## config.mk

```make
export PLATFORM = sky130hd
export DESIGN_NAME = bcd_counter4
export DESIGN_NICKNAME = d
export VERILOG_FILES = /design/src/rtl/counter_pkg.sv /design/src/rtl/bcd_digit.sv /design/src/rtl/bcd_counter4.sv
export SDC_FILE = /design/constraint.sdc
export NUM_CORES = 1
export LEC_CHECK = 0
export ABC_CLOCK_PERIOD_IN_PS = 2300
export CAP_MARGIN = 30
export CORE_UTILIZATION = 40
export CTS_BUF_LIST = sky130_fd_sc_hd__clkbuf_2
export DETAILED_ROUTE_END_ITERATION = 12
export GPL_TIMING_DRIVEN = 0
export SYNTH_ARGS = -nofsm -noshare
export SYNTH_HDL_FRONTEND = slang
export SYNTH_SLANG_ARGS = --single-unit
```

## constraint.sdc

```tcl
create_clock -name clock -period 2.3 [get_ports clock]
set_clock_uncertainty 0.2 [all_clocks]
set_input_delay 0.345 -clock clock [delete_from_list [all_inputs] [get_ports clock]]
set_output_delay 0.345 -clock clock [all_outputs]
set_load 0.05 [all_outputs]
```

## src/rtl/counter_pkg.sv

```systemverilog
// Shared constants for the BCD counter and the 4-digit display driver.
// Latency: none (types, constants and a pure helper function).
// Backpressure: none; no flow control lives here.
package counter_pkg;

  localparam int DIGIT_W    = 4;
  localparam int NUM_DIGITS = 4;
  localparam int BCD_W      = DIGIT_W * NUM_DIGITS;
  localparam int PRESCALE_W = 28;

  localparam logic [DIGIT_W-1:0] DIGIT_MAX = 4'd9;

  // Active-low seven-segment patterns, bit order {a,b,c,d,e,f,g,dp}.
  localparam logic [7:0] SEG_TABLE [0:9] = '{
    8'b00000011,  // 0
    8'b10011111,  // 1
    8'b00100101,  // 2
    8'b00001101,  // 3
    8'b10011001,  // 4
    8'b01001001,  // 5
    8'b01000001,  // 6
    8'b00011111,  // 7
    8'b00000001,  // 8
    8'b00001001   // 9
  };

  // Any nibble above 9 is not a BCD digit; it is forced to 0 on load.
  function automatic logic [DIGIT_W-1:0] clamp_digit(input logic [DIGIT_W-1:0] d);
    return (d > DIGIT_MAX) ? '0 : d;
  endfunction

endpackage

```

## src/rtl/bcd_digit.sv

```systemverilog
// One decimal digit of the counter with inc/dec request and carry/borrow out.
// Latency: new digit one cycle after req; carry is combinational from req and the digit register.
// Backpressure: none; a request is always accepted.
module bcd_digit
  import counter_pkg::*;
(
  input  logic               clock,
  input  logic               reset,
  input  logic               clear,
  input  logic               load,
  input  logic [DIGIT_W-1:0] load_digit,
  input  logic               req,
  input  logic               up,
  output logic [DIGIT_W-1:0] digit,
  output logic               carry
);

  logic               at_limit;
  logic [DIGIT_W-1:0] digit_next;

  // Limit is 9 when counting up and 0 when counting down; at the limit the
  // digit wraps and the request ripples into the next digit.
  always_comb begin
    at_limit   = up ? (digit == DIGIT_MAX) : (digit == '0);
    digit_next = digit;
    if (up) begin
      digit_next = at_limit ? '0 : digit + 1'b1;
    end else begin
      digit_next = at_limit ? DIGIT_MAX : digit - 1'b1;
    end
    carry = req & at_limit;
  end

  // Digit register: clear beats load beats a step request.
  always_ff @(posedge clock or posedge reset) begin
    if (reset) begin
      digit <= '0;
    end else if (clear) begin
      digit <= '0;
    end else if (load) begin
      digit <= clamp_digit(load_digit);
    end else if (req) begin
      digit <= digit_next;
    end
  end

endmodule

```

## src/rtl/bcd_counter4.sv

```systemverilog
// Four-digit up/down BCD counter stepped by a free-running prescaler tick.
// Latency: step result, step and wrap pulses appear one cycle after the tick cycle.
// Backpressure: none; enable=0 only holds the count, the prescaler keeps running.
module bcd_counter4
  import counter_pkg::*;
#(
  parameter int unsigned TICK_DIV = 20000000
)
(
  input  logic             clock,
  input  logic             reset,
  input  logic             enable,
  input  logic             up,
  input  logic             clear,
  input  logic             load,
  input  logic [BCD_W-1:0] load_value,
  output logic [BCD_W-1:0] bcd,
  output logic             step,
  output logic             wrap
);

  localparam logic [PRESCALE_W-1:0] TICK_LAST = PRESCALE_W'(TICK_DIV - 1);

  logic [PRESCALE_W-1:0] prescale;
  logic                  tick;
  logic                  step_en;
  logic [NUM_DIGITS:0]   req_chain;

  assign tick    = (prescale == TICK_LAST);
  // Clear and load both take the cycle, so a coincident tick is dropped.
  assign step_en = tick & enable & ~clear & ~load;

  // Prescaler: free-running 0..TICK_DIV-1, restarted by clear but not by load.
  always_ff @(posedge clock or posedge reset) begin
    if (reset) begin
      prescale <= '0;
    end else if (clear || tick) begin
      prescale <= '0;
    end else begin
      prescale <= prescale + 1'b1;
    end
  end

  assign req_chain[0] = step_en;

  // Units first; each digit's carry/borrow is the step request of the next.
  for (genvar i = 0; i < NUM_DIGITS; i++) begin : g_digit
    bcd_digit u_digit (
      .clock      (clock),
      .reset      (reset),
      .clear      (clear),
      .load       (load),
      .load_digit (load_value[i*DIGIT_W +: DIGIT_W]),
      .req        (req_chain[i]),
      .up         (up),
      .digit      (bcd[i*DIGIT_W +: DIGIT_W]),
      .carry      (req_chain[i+1])
    );
  end

  // Pulse registers: a carry out of the thousands digit is the 9999<->0000 wrap.
  always_ff @(posedge clock or posedge reset) begin
    if (reset) begin
      step <= 1'b0;
      wrap <= 1'b0;
    end else begin
      step <= step_en;
      wrap <= req_chain[NUM_DIGITS];
    end
  end

endmodule
```

==> flow_summary.json <==
{
  "status": "complete, but fails checks",
  "violations": "hold timing, setup timing",
  "clock_path_buffers": 2,
  "nets": 488,
  "stdcell_count": 559,
  "p_seq_share_pct": 49.8,
  "clkLatencyLatePin_ps": 450,
  "rsz0062_at_grt": "true",
  "hp-class": "primary input to asynchronous set/reset pin",
  "path_clk_slew_ps": 270,
  "fin_ws_ps": -147.4,
  "holdBufCountCts": 0,
  "synth_cells": 393,
  "initial_core_util_pct": 41.35,
  "fmax_mhz": 408.6,
  "path_delay_family": "simple AND/OR/NAND/NOR gates",
  "fin_crit_sh_pct": 106.4,
  "drt_iter0_markers": 115,
  "reg2reg_depth": 7,
  "synth.distinct_cells": 70,
  "wl_per_cell_um": 16.47,
  "die_width_um": 94.39,
  "area_growth_pct": 24.33,
  "r2r_end": "g_digit[3].u_digit.digit[2]",
  "whs_ps": -5.672,
  "synthArstFlopShare_pct": 100.0,
  "slowest_stage": "dfrtp_4",
  "routabilityCongestion": 0.8832,
  "clock_power_share_pct": 21.7,
  "r2r_slack_ps": -150,
  "vias": 3184,
  "swShare_pct": 35.17,
  "grt_util_all_layers_pct": 22.03,
  "drive_gt1_share_pct": 19.38,
  "drv_slew": 0,
  "dp.cells": 538,
  "grt_pass1_vias": 3136,
  "htree_levels": 2,
  "yosysWarnings": 0,
  "path_class": "flip-flop to flip-flop",
  "max_cap_violations": 0,
  "crit_buf_inv": 1,
  "crit_chain": "inv_2 -> ha_4 -> or4b_4 -> a22oi_4 -> nand4_4 -> or3b_1 -> a31oi_1",
  "worstPathArrival_ps": 2650,
  "std_cell_rows": 33,
  "power_density_mw_per_mm2": 412.1,
  "p_leak_nw": 1.733,
  "ys_ff_latch": 46,
  "numCtsBuffers": 5,
  "period_needed_ps": 2447,
  "drtPass1Iterations": 4,
  "power.switching_mw": 0.6153,
  "crit_fanout": 3,
  "setup.worst_path.start_class": "flip-flop",
  "drc": 0,
  "avgSynthCellArea_um2": 8.688,
  "setup_violations": 7,
  "slowest_delay_ps": 550,
  "numClockSinks": 46,
  "worstReg2RegStart": "g_digit[1].u_digit.digit[0]",
  "end_kind": "flip-flop",
  "finalPower_mw": 1.750,
  "ant_nets": 0,
  "ir_worst_vdd_uv": 231.7,
  "grt_max_degree": 26,
  "synth_fp_nets": 428,
  "antenna_cells": 0,
  "die_area_mm2": 0.008909,
  "netlist_area_mm2": 0.003415,
  "overflow": 0,
  "worst_slew_pin_slew_ps": 771.7,
  "relSlewSlack_pct": 48.12,
  "cts_tree": "built",
  "viasPerCell": 5.696,
  "antenna_found_initial": 0,
  "core-area_mm2": 0.008258,
  "ys_seq_area_share_pct": 33.71,
  "synth_edf_count": 0,
  "grt_pass1_wl_mm": 15.17,
  "comb_power_share_pct": 28.5,
  "cts-root-buf": "clkbuf_2",
  "p_int_mw": 1.134,
  "fillCellCount": 820,
  "port_buffers": 39,
  "synth_ff_type": "dfrtp_1",
  "cp_data_required_time_ps": 2500,
  "dp_hpwl_mm": 6.647,
  "wl_mm": 9.206,
  "hold_viol": 7,
  "die_h_um": 94.39,
  "io-pin-count": 40
}
-- power by group through the flow --
stage | clock network (mW) | logic, mW | registers, mW
after floorplan | 0 | 0.244 | 0.946
after global placement | 0 | 0.444 | 0.895
after detailed placement | 0 | 0.452 | 0.896
after CTS | 0.391 | 0.493 | 0.870
after global routing | 0.420 | 0.547 | 0.876
final | 0.380 | 0.499 | 0.871
-- metal layers --
metal | wire, um | share of wire (%) | vias up | track usage, %
met1 | 3911 | 42 | 1546 | 26.72
met3 | 435 | 4.7 | 20 | 3.462
met5 | 0 | 0 | - | 0
li1 | - | - | 1539 | -
met4 | 202 | 2.2 | 0 | 8.974
met2 | 4656 | 51 | 79 | 38.71
-- how the worst max path moves through the flow --
| stage | startpoint | endpoint | slack, ps | cells after the start |
|---|---|---|---|---|
| finish | g_digit[1].u_digit.digit[0] | g_digit[3].u_digit.digit[2] | -150 | 7 |
| global route | g_digit[1].u_digit.digit[0] | g_digit[2].u_digit.digit[0] | -240 | 7 |
| CTS | g_digit[1].u_digit.digit[0] | g_digit[2].u_digit.digit[0] | -150 | 7 |
| detailed placement | up | g_digit[2].u_digit.digit[0] | -540 | 6 |
| global placement | reset | g_digit[1].u_digit.digit[0] | -610 | 2 |
| floorplan | g_digit[1].u_digit.digit[0] | g_digit[3].u_digit.digit[2] | -130 | 7 |
-- stage by stage --
step / area (um^2) / setup WS (ps) / hold WS (ps) / TNS [ps] / util (%)
6_report: 4245 / -147.4 / -5.672 / -559.3 / 51.41
3_3_place_gp: 3973 / -609.6 / 283.1 / -21690 / 48.11
4_1_cts: 4200 / -145.9 / 0.6112 / -392.9 / 50.86
5_1_grt: 4245 / -236.1 / 14.80 / -1417 / 51.41
3_5_place_dp: 3993 / -544.9 / 300.8 / -6156 / 48.35
2_1_floorplan: 3451 / -134.7 / 254.7 / -251.5 / -
-- cell usage after synthesis (4+ instances only) --
library cell   n  area [um^2]
nor2_1        48        180.2
dfrtp_1       46         1151
nand2_1       23        86.33
nand3_1       23        115.1
inv_1         22        82.58
a21oi_1       19        95.09
xnor2_1       17        148.9
o21ai_0       15        75.07
ha_1          13        162.7
xor2_1        12        105.1
nand4_1       11        68.82
nand2b_1       9        56.30
nor4_1         9        56.30
and3_1         8        50.05
clkbuf_1       8        30.03
nor3_1         7        35.03
a31oi_1        5        31.28
nor4b_1        5        43.79
o211ai_1       5        37.54
and2_1         4        25.02
clkbuf_8       4        55.05
mux2i_1        4        40.04
o21bai_1       4        30.03
-- repair_timing --
action,in CTS,in global routing
endpoints found under the setup margin,42,23
setup buffers,13,1
pin swaps,10,9
resized for setup,32,10
-- logic make-up after synthesis --
logic type,share of synthesized area (%)
flip-flops,33.71
XOR/XNOR,7.439
AND/OR/NAND/NOR,29.24
adder cells (fa/ha/maj),4.764
multiplexers,2.492
buffers and inverters,6.486
AO/OA/AOI/OAI,15.87
-- state kept, by name, indices dropped and copies added, names as in the netlist --
| signal | count |
|---|---|
| wrap | 1 |
| g_digit.u_digit.digit | 16 |
| step | 1 |
| prescale | 28 |
-- placed cells by master (no fill, tap or decap), types with 4 or more instances in the layout --
cell type	Yosys	routed
nor2_1	48	47
dfrtp_1	46	37
clkdlybuf4s50_1	0	26
nand2_1	23	23
nand3_1	23	22
inv_1	22	17
xnor2_1	17	17
a21oi_1	19	17
o21ai_0	15	14
buf_4	0	13
dlygate4sd2_1	0	13
xor2_1	12	12
nand4_1	11	11
ha_1	13	10
nor4_1	9	8
nand2b_1	9	8
dfrtp_2	0	8
and3_1	8	7
clkbuf_2	1	7
clkbuf_1	8	7
nor3_1	7	6
inv_2	0	5
a31oi_1	5	5
buf_6	3	5
o211ai_1	5	5
and2_1	4	4
clkbuf_8	4	4
o21bai_1	4	4
mux2i_1	4	4
-- cell type report --
class                           instances  area [um^2]  share of cell area, %
Tap cell                              105        131.4                  3.095
Clock buffer                            6        30.03                 0.7073
Sequential cell                        46         1165                  27.44
Clock inverter                          2        13.76                 0.3242
Timing Repair Buffer                   54        506.7                  11.94
Inverter                               22        82.58                  1.945
Buffer                                 18        137.6                  3.242
Multi-Input combinational cell        306         2178                  51.31
Power figures use the tool's default switching activity.
